<file path="src/rtl/sd_cmd_tx_ctrl.sv">
// sd_cmd_tx_ctrl
// Command-path sequencer for the SD host. Accepts a command index and argument,
// computes the CRC7 one message bit per clock, assembles the 48-bit command
// frame and drives the shared-clock 48-bit serializer. After the frame it holds
// off for GAP_CYCLES idle clocks before reporting completion.
//
// Parameters
//   GAP_CYCLES  idle clocks after the last frame bit before cmd_done (1..63)
// Ports
//   clk         command clock (shared with the serializer)
//   reset       asynchronous, active-high reset
//   cmd_valid   host command request, accepted only while cmd_ready
//   cmd_index   6-bit command index, captured on accept
//   cmd_arg     32-bit command argument, captured on accept
//   cmd_abort   abandon the current command (ignored while idle)
//   cmd_ready   high only while idle
//   busy        high whenever not idle
//   cmd_done    one-cycle pulse once frame and gap are complete
//   ser_reset   serializer counter clear
//   ser_enable  serializer shift enable
//   ser_data    frame for the serializer, ser_data[k] is the k-th bit sent
module sd_cmd_tx_ctrl #(
    parameter int unsigned GAP_CYCLES = 8
) (
    input  logic        clk,
    input  logic        reset,
    input  logic        cmd_valid,
    input  logic [5:0]  cmd_index,
    input  logic [31:0] cmd_arg,
    input  logic        cmd_abort,
    output logic        cmd_ready,
    output logic        busy,
    output logic        cmd_done,
    output logic        ser_reset,
    output logic        ser_enable,
    output logic [47:0] ser_data
);

    localparam logic [5:0] GAP_LAST = 6'(GAP_CYCLES - 1);

    typedef enum logic [2:0] {
        IDLE,
        CRC,
        LOAD,
        SEND,
        GAP,
        DONE
    } state_t;

    state_t      state;
    state_t      state_next;
    logic        abort_hit;
    logic [5:0]  cnt;
    logic [5:0]  cnt_next;
    logic [5:0]  idx;
    logic [31:0] arg;
    logic [6:0]  crc;
    logic [6:0]  crc_next;
    logic [39:0] msg;
    logic [5:0]  bit_sel;
    logic        fb;
    logic [47:0] frame;
    logic [47:0] frame_rev;

    always_ff @(posedge clk or posedge reset) begin
        if (reset) begin
            state <= IDLE;
        end else begin
            state <= state_next;
        end
    end

    always_comb begin
        state_next = state;
        abort_hit  = 1'b0;
        case (state)
            IDLE:    if (cmd_valid) state_next = CRC;
            CRC:     if (cnt == 6'd39) state_next = LOAD;
            LOAD:    state_next = SEND;
            SEND:    if (cnt == 6'd47) state_next = GAP;
            GAP:     if (cnt == GAP_LAST) state_next = DONE;
            DONE:    state_next = IDLE;
            default: state_next = IDLE;
        endcase
        if (state != IDLE && cmd_abort) begin
            state_next = IDLE;
            abort_hit  = 1'b1;
        end

        // Counter is cleared on every state change, so it never wraps in-state.
        cnt_next = cnt;
        if (state_next != state) begin
            cnt_next = '0;
        end else if (state == CRC || state == SEND || state == GAP) begin
            cnt_next = cnt + 6'd1;
        end

        // Message goes MSB first: counter value c selects msg[39-c].
        msg      = {2'b01, idx, arg};
        bit_sel  = 6'd39 - cnt;
        fb       = crc[6] ^ msg[bit_sel];
        crc_next = {crc[5:0], 1'b0} ^ (fb ? 7'h09 : 7'h00);

        // Frame uses crc_next so the final message bit is folded in on the
        // same edge that loads ser_data.
        frame = {2'b01, idx, arg, crc_next, 1'b1};
        for (int unsigned k = 0; k < 48; k++) begin
            frame_rev[k] = frame[47 - k];
        end
    end

    // Outputs are registered from the next state so they line up with it.
    always_ff @(posedge clk or posedge reset) begin
        if (reset) begin
            cnt        <= '0;
            idx        <= '0;
            arg        <= '0;
            crc        <= '0;
            ser_data   <= '0;
            cmd_ready  <= 1'b1;
            busy       <= 1'b0;
            cmd_done   <= 1'b0;
            ser_reset  <= 1'b1;
            ser_enable <= 1'b0;
        end else begin
            cnt <= cnt_next;
            if (state == IDLE && cmd_valid) begin
                idx <= cmd_index;
                arg <= cmd_arg;
                crc <= '0;
            end else if (state == CRC) begin
                crc <= crc_next;
            end
            if (state == CRC && state_next == LOAD) begin
                ser_data <= frame_rev;
            end
            cmd_ready  <= (state_next == IDLE);
            busy       <= (state_next != IDLE);
            cmd_done   <= (state_next == DONE);
            ser_enable <= (state_next == SEND);
            ser_reset  <= (state_next == LOAD) || abort_hit;
        end
    end

endmodule
</file>
<file path="config.mk">
export PLATFORM = sky130hd
export DESIGN_NAME = sd_cmd_tx_ctrl
export DESIGN_NICKNAME = d
export VERILOG_FILES = /design/src/rtl/sd_cmd_tx_ctrl.sv
export SDC_FILE = /design/constraint.sdc
export NUM_CORES = 1
export LEC_CHECK = 0
export CAP_MARGIN = 20
export CORE_MARGIN = 3
export CORE_UTILIZATION = 40
export CTS_CLUSTER_DIAMETER = 150
export DETAILED_ROUTE_END_ITERATION = 12
export PLACE_DENSITY = 0.62
export SETUP_SLACK_MARGIN = 0.1
export SLEW_MARGIN = 20
export SYNTH_ARGS = -nofsm -noshare
export SYNTH_HDL_FRONTEND = slang
export SYNTH_SLANG_ARGS = --single-unit
</file>
<file path="constraint.sdc">
create_clock -name clk -period 7.9 [get_ports clk]
set_input_delay 1.58 -clock clk [delete_from_list [all_inputs] [get_ports clk]]
set_output_delay 1.58 -clock clk [all_outputs]
set_load 0.1 [all_outputs]
</file>
## Yosys cells after proc, flatten, opt, wreduce, memory -nomap -nowiden

Index checks and enable logic that the tools add are counted.
W data, S select, Z words.

- Add/sub/neg operators: 2
- Multipliers: 0
- Divide/modulo/power cells: 0
- $lt $le $gt $ge: 1
- Equal/unequal tests: 11
- Shifts and indexed selects: 0
- Muxes and demuxes: 14
- Bitwise gates (word level): 2
- Reductions and logical operators: 12

Operators with widths:

| kind | number |
|---|---|
| $mux W3 | 5 |
| $pmux W3 S5 | 1 |
| $mux W7 | 2 |
| $eq A3 B2 Y1 const B | 4 |
| $eq A6 B6 Y1 const B | 2 |
| $mux W6 | 2 |
| $lt A6 B7 Y1 const B | 1 |
| $xor A7 B4 Y7 | 1 |
| $add A6 B1 Y6 const B | 1 |
| $bmux W1 S6 | 1 |
| $eq A3 B3 Y1 const B | 2 |
| $eq A6 B3 Y1 const B | 1 |
| $logic_not A3 Y1 | 2 |
| $reduce_bool A3 Y1 | 2 |
| $sub A6 B6 Y6 const A | 1 |
| $mux W4 | 1 |
| $reduce_bool A2 Y1 | 2 |
| $eq A3 B1 Y1 const B | 1 |
| $logic_and A1 B1 Y1 | 3 |
| $logic_or A1 B1 Y1 | 3 |
| $ne A3 B3 Y1 | 1 |
| $mux W1 | 2 |
| $xor A1 B1 Y1 | 1 |

- Register bits after elaboration: 106
- Bits in latches: 0
- RAM bits: 0
- ROM bits: 0
- Output and inout bits: 53
- Logic and storage cells: 53
- Memories kept: 0

## Logic depth before layout (Yosys ltp)

- Depth in word-level cells: 8
- Gate-level depth with buffers: 9

## Least setup slack after synthesis

No wires, ideal clock.

- Path type: register -> output
- Start: register ser_data[1] (netlist name)
- End: output ser_data[47]
- Arrival time: 1.333 ns
- Path slack: 4.987 ns
- Cell stages (with the launch flop): 2
- Path buffers: 1
- Cell sequence: dfrtp_1 > buf_4

RTL lines:

| element | line | RTL |
|---|---|---|
| to (decl) | 36 | `output logic [47:0] ser_data` |

## Final worst setup path

- Start: register cmd_ready
- End: output cmd_ready

RTL lines:

| element | line | RTL |
|---|---|---|
| from (decl) | 31 | `output logic cmd_ready,` |
| from (signal assigned) | 137 | `cmd_ready <= (state_next == IDLE);` |

No word-level cell between the ends.

==> impl_metrics.yaml <==
run_status:
  status: "completed"
sta:
  whs_ns: 0.478
  final_hold_viol_count: 0
  worst_slew_pin_slew_ns: 1.06
  setup_viol: 0
  finClkSkew_ns: 0.0136
  rsz0062_at_grt: "no"
  finalCritPeriodShare: 0.449
  period_needed_ns: 3.55
  setup-tns-final_ns: 0
  relSlewSlack: 0.295
  drv_slew: 0
  max_freq_mhz: 282
clock_network:
  cts_resized: 0
  clockRootBuffer: "clkbuf_16"
  clock_path_buffers: 2
  cts_sinks: 105
  htreeDepth: 3
  path_clk_slew_ns: 0.07
  clkLatencyLatePin_ns: 0.34
  cts_buffers: 9
  post_cts_buffers: 0
  cts_hold_buf: 0
  tritoncts: "yes"
synthesis:
  synth_cells: 445
  synthArstFlopShare: 1.00
  syn_nets: 490
  synth-compound-area-share: 0.0570
  synth_flop_cell: "dfrtp_1"
  synth.cell_area_um2: 4700
  synth_top_family_by_area: "simple AND/OR/NAND/NOR gates"
  synth_fa_ha_area_frac: 0.0101
  syn_avg_cell_area_um2: 10.6
  yosysSeqAreaShare: 0.560
  synth_cell_types: 55
  synth-edff-count: 0
  synthXorXnorAreaFrac: 0.0112
  synthMuxAreaShare: 0.140
  yosysWarningCount: 0
  synth_seq_cells: 105
  yosys.area_share.simple: 0.187
power_and_ir_drop:
  p_comb_frac: 0.163
  pwr-share-clk: 0.346
  netSwitchingPower_w: 0.000358
  seqPwrFrac: 0.491
  vdd_drop_max_v: 0.000112
  leakage_nw: 2.71
  powerDensity_nw_per_um2: 226
  p_sw_frac: 0.264
  p_int_w: 0.000998
  total_power_w: 0.00136
setup_path:
  crit_arrival_ns: 1.97
  cp_slowest_cell: "clkdlybuf4s50_1"
  critPathCaptureType: "output pin"
  critPathRequiredTime_ns: 6.32
  critical_path_class: "flop to output pin"
  path_buf_inv: 1
  cp_max_fo: 1
  crit_chain: "clkdlybuf4s50_1"
  startpoint_type: "flop"
  critical_path.top_delay_family: "buffers and inverters"
  cpPeakStageDelay_ns: 1.12
die:
  ios: 95
  core_area_um2: 11200
  rows: 38
  die_w_um: 114
  start_util: 0.420
  die_area_um2: 13100
  die_h_um: 114
drt:
  drt_iter0_markers: 192
  vias: 3397
  drt-total-wl_um: 10400
  postRouteAntennaNets: 0
  post-route-drc-count: 0
  drt_first_pass_iters: 4
  wire_per_inst_um: 15.6
  viasPerCell: 5.09
cells_and_area:
  n_fill_cell: 1009
  seqCellArea_um2: 2630
  multi_input_area_um2: 1910
  syn_to_final_growth_pct: 27.8
  post_route_cells_drive_above_1_share: 0.129
  n_antenna_cell: 0
  fin_nets: 568
placed_design:
  port_buffers: 93
  hpwl_um: 6930
  globalplace.congestion: 0.809
global_route:
  grt-ovfl-total: 0
  grt_pass1_vias: 3618
  grtUsageMet2: 0.290
  grt_pass1_wl_um: 18100
  antenna_found_initial: 0
  met1_usage: 0.231
  grt.met3_usage: 0.0317
  grt.busiest_layer: "met2"
  track_usage: 0.173
  grt_max_degree: 74
flow_run:
  maxCapViolCount: 0
worst_hold_path:
  hold_path_class: "flop to flop"
[cell type report]
cell class / instances / share of cell area
Timing Repair Buffer: 95 / 0.158
Multi-Input combinational cell: 307 / 0.319
Clock inverter: 5 / 0.0136
Sequential cell: 105 / 0.438
Clock buffer: 11 / 0.0388
Tap cell: 140 / 0.0292
Inverter: 5 / 0.00354
[synthesized netlist by cell type, types with 3 or more instances]
cell type / n / area (µm²)
a21oi_1: 6 / 30.0
and2_1: 3 / 18.8
buf_1: 4 / 15.0
clkbuf_1: 17 / 63.8
dfrtp_1: 103 / 2580
ha_1: 3 / 37.5
inv_1: 5 / 18.8
mux2_2: 40 / 450
mux2i_1: 6 / 60.1
mux4_1: 3 / 78.8
mux4_2: 3 / 67.6
nand2_1: 151 / 567
nand3_1: 4 / 20.0
nand4_1: 3 / 18.8
nor2_1: 21 / 78.8
nor2b_1: 5 / 31.3
nor3_1: 6 / 30.0
o21ai_0: 8 / 40.0
or3_1: 5 / 31.3
xnor2_1: 3 / 26.3
xor2_1: 3 / 26.3
[metal layers]
metal	up-vias	share of wire
met5	-	0
met1	1678	0.45
met4	0	0.010
li1	1639	-
met3	9	0.037
met2	71	0.50
[logic make-up (layout without fill, tap and decap cells)]
group | Yosys count | after routing
AOI/OAI and AO/OA | 35 | 35
xor gates and xnor gates | 6 | 6
adders and majority gates | 4 | 4
buffers and inverters | 33 | 116
DFF | 105 | 105
muxes | 52 | 52
other | 1 | 1
and+or+nand+nor | 209 | 209
[stage by stage]
step / util / setup slack (ns) / cells / instance area, µm²
finish: 0.537 / 4.35 / 668 / 6000
global route: 0.537 / 4.30 / 668 / 6000
CTS: 0.537 / 4.34 / 668 / 6000
detailed placement: 0.509 / 4.26 / 652 / 5690
global placement: 0.509 / 4.31 / 652 / 5690
floorplan: - / 3.56 / 445 / 4700
[path summary, 6_finish.rpt]
| path | startpoint | end | slack (ns) | cells after the start |
|---|---|---|---|---|
| worst max-delay path | cmd_ready$_DFF_PP1_ | cmd_ready | 4.35 | 1 |
| worst max register to register | cnt[0]$_DFFE_PP0P_ | crc[0]$_DFFE_PP0P_ | 5.04 | 6 |
| worst min-delay path | ser_data[42]$_DFFE_PP0P_ | ser_data[42]$_DFFE_PP0P_ | 0.48 | 2 |
| min in group asynchronous | reset | arg[3]$_DFFE_PP0P_ | 1.58 | 2 |
| worst min register to register | ser_data[42]$_DFFE_PP0P_ | ser_data[42]$_DFFE_PP0P_ | 0.48 | 2 |
| max in group asynchronous | reset | ser_data[30]$_DFFE_PP0P_ | 5.05 | 3 |
[sequential cells by signal, summed over array words and instances, names as in the netlist]
name / cells
ser_reset: 1
cmd_ready: 1
idx: 6
state: 3
cmd_done: 1
crc: 7
cnt: 6
ser_data: 46
busy: 1
ser_enable: 1
arg: 32
[power by group through the flow]
stage	Clock [W]	Sequential (W)	Combinational (W)
detailed placement	0	0.000677	0.000222
global route	0.000503	0.000679	0.000243
floorplan	0	0.000658	0.000177
finish	0.000470	0.000666	0.000220
global placement	0	0.000672	0.000217
CTS	0.000482	0.000668	0.000224
[worst reg2reg max path, stage by stage (launching register included)]
cell and delay, ns:
dfrtp_1 0.88, mux4_2 0.60, nor2b_4 0.14, a2111oi_4 0.46
a2111oi_2 0.11, nor3_1 0.37, o22ai_1 0.12
[placed cells by master, fill, tap and decap left out, drive strengths merged, types with 2 or more instances in the layout]
| master | n |
|---|---|
| nor2b | 6 |
| a2111oi | 3 |
| dfstp | 2 |
| nor2 | 21 |
| o21ai | 9 |
| ha | 3 |
| xor2 | 3 |
| dfrtp | 103 |
| nor4 | 2 |
| mux2i | 6 |
| mux2 | 40 |
| mux4 | 6 |
| and2 | 3 |
| or3 | 5 |
| a31oi | 2 |
| nor3 | 6 |
| clkdlybuf4s50 | 93 |
| and3 | 2 |
| nand2b | 2 |
| clkbuf | 11 |
| nand2 | 151 |
| a21oi | 6 |
| bufinv | 2 |
| o311ai | 2 |
| nand3 | 4 |
| nand3b | 2 |
| xnor2 | 3 |
| nand4 | 3 |
| inv | 6 |
| buf | 2 |
Power figures use the tool's default switching activity.
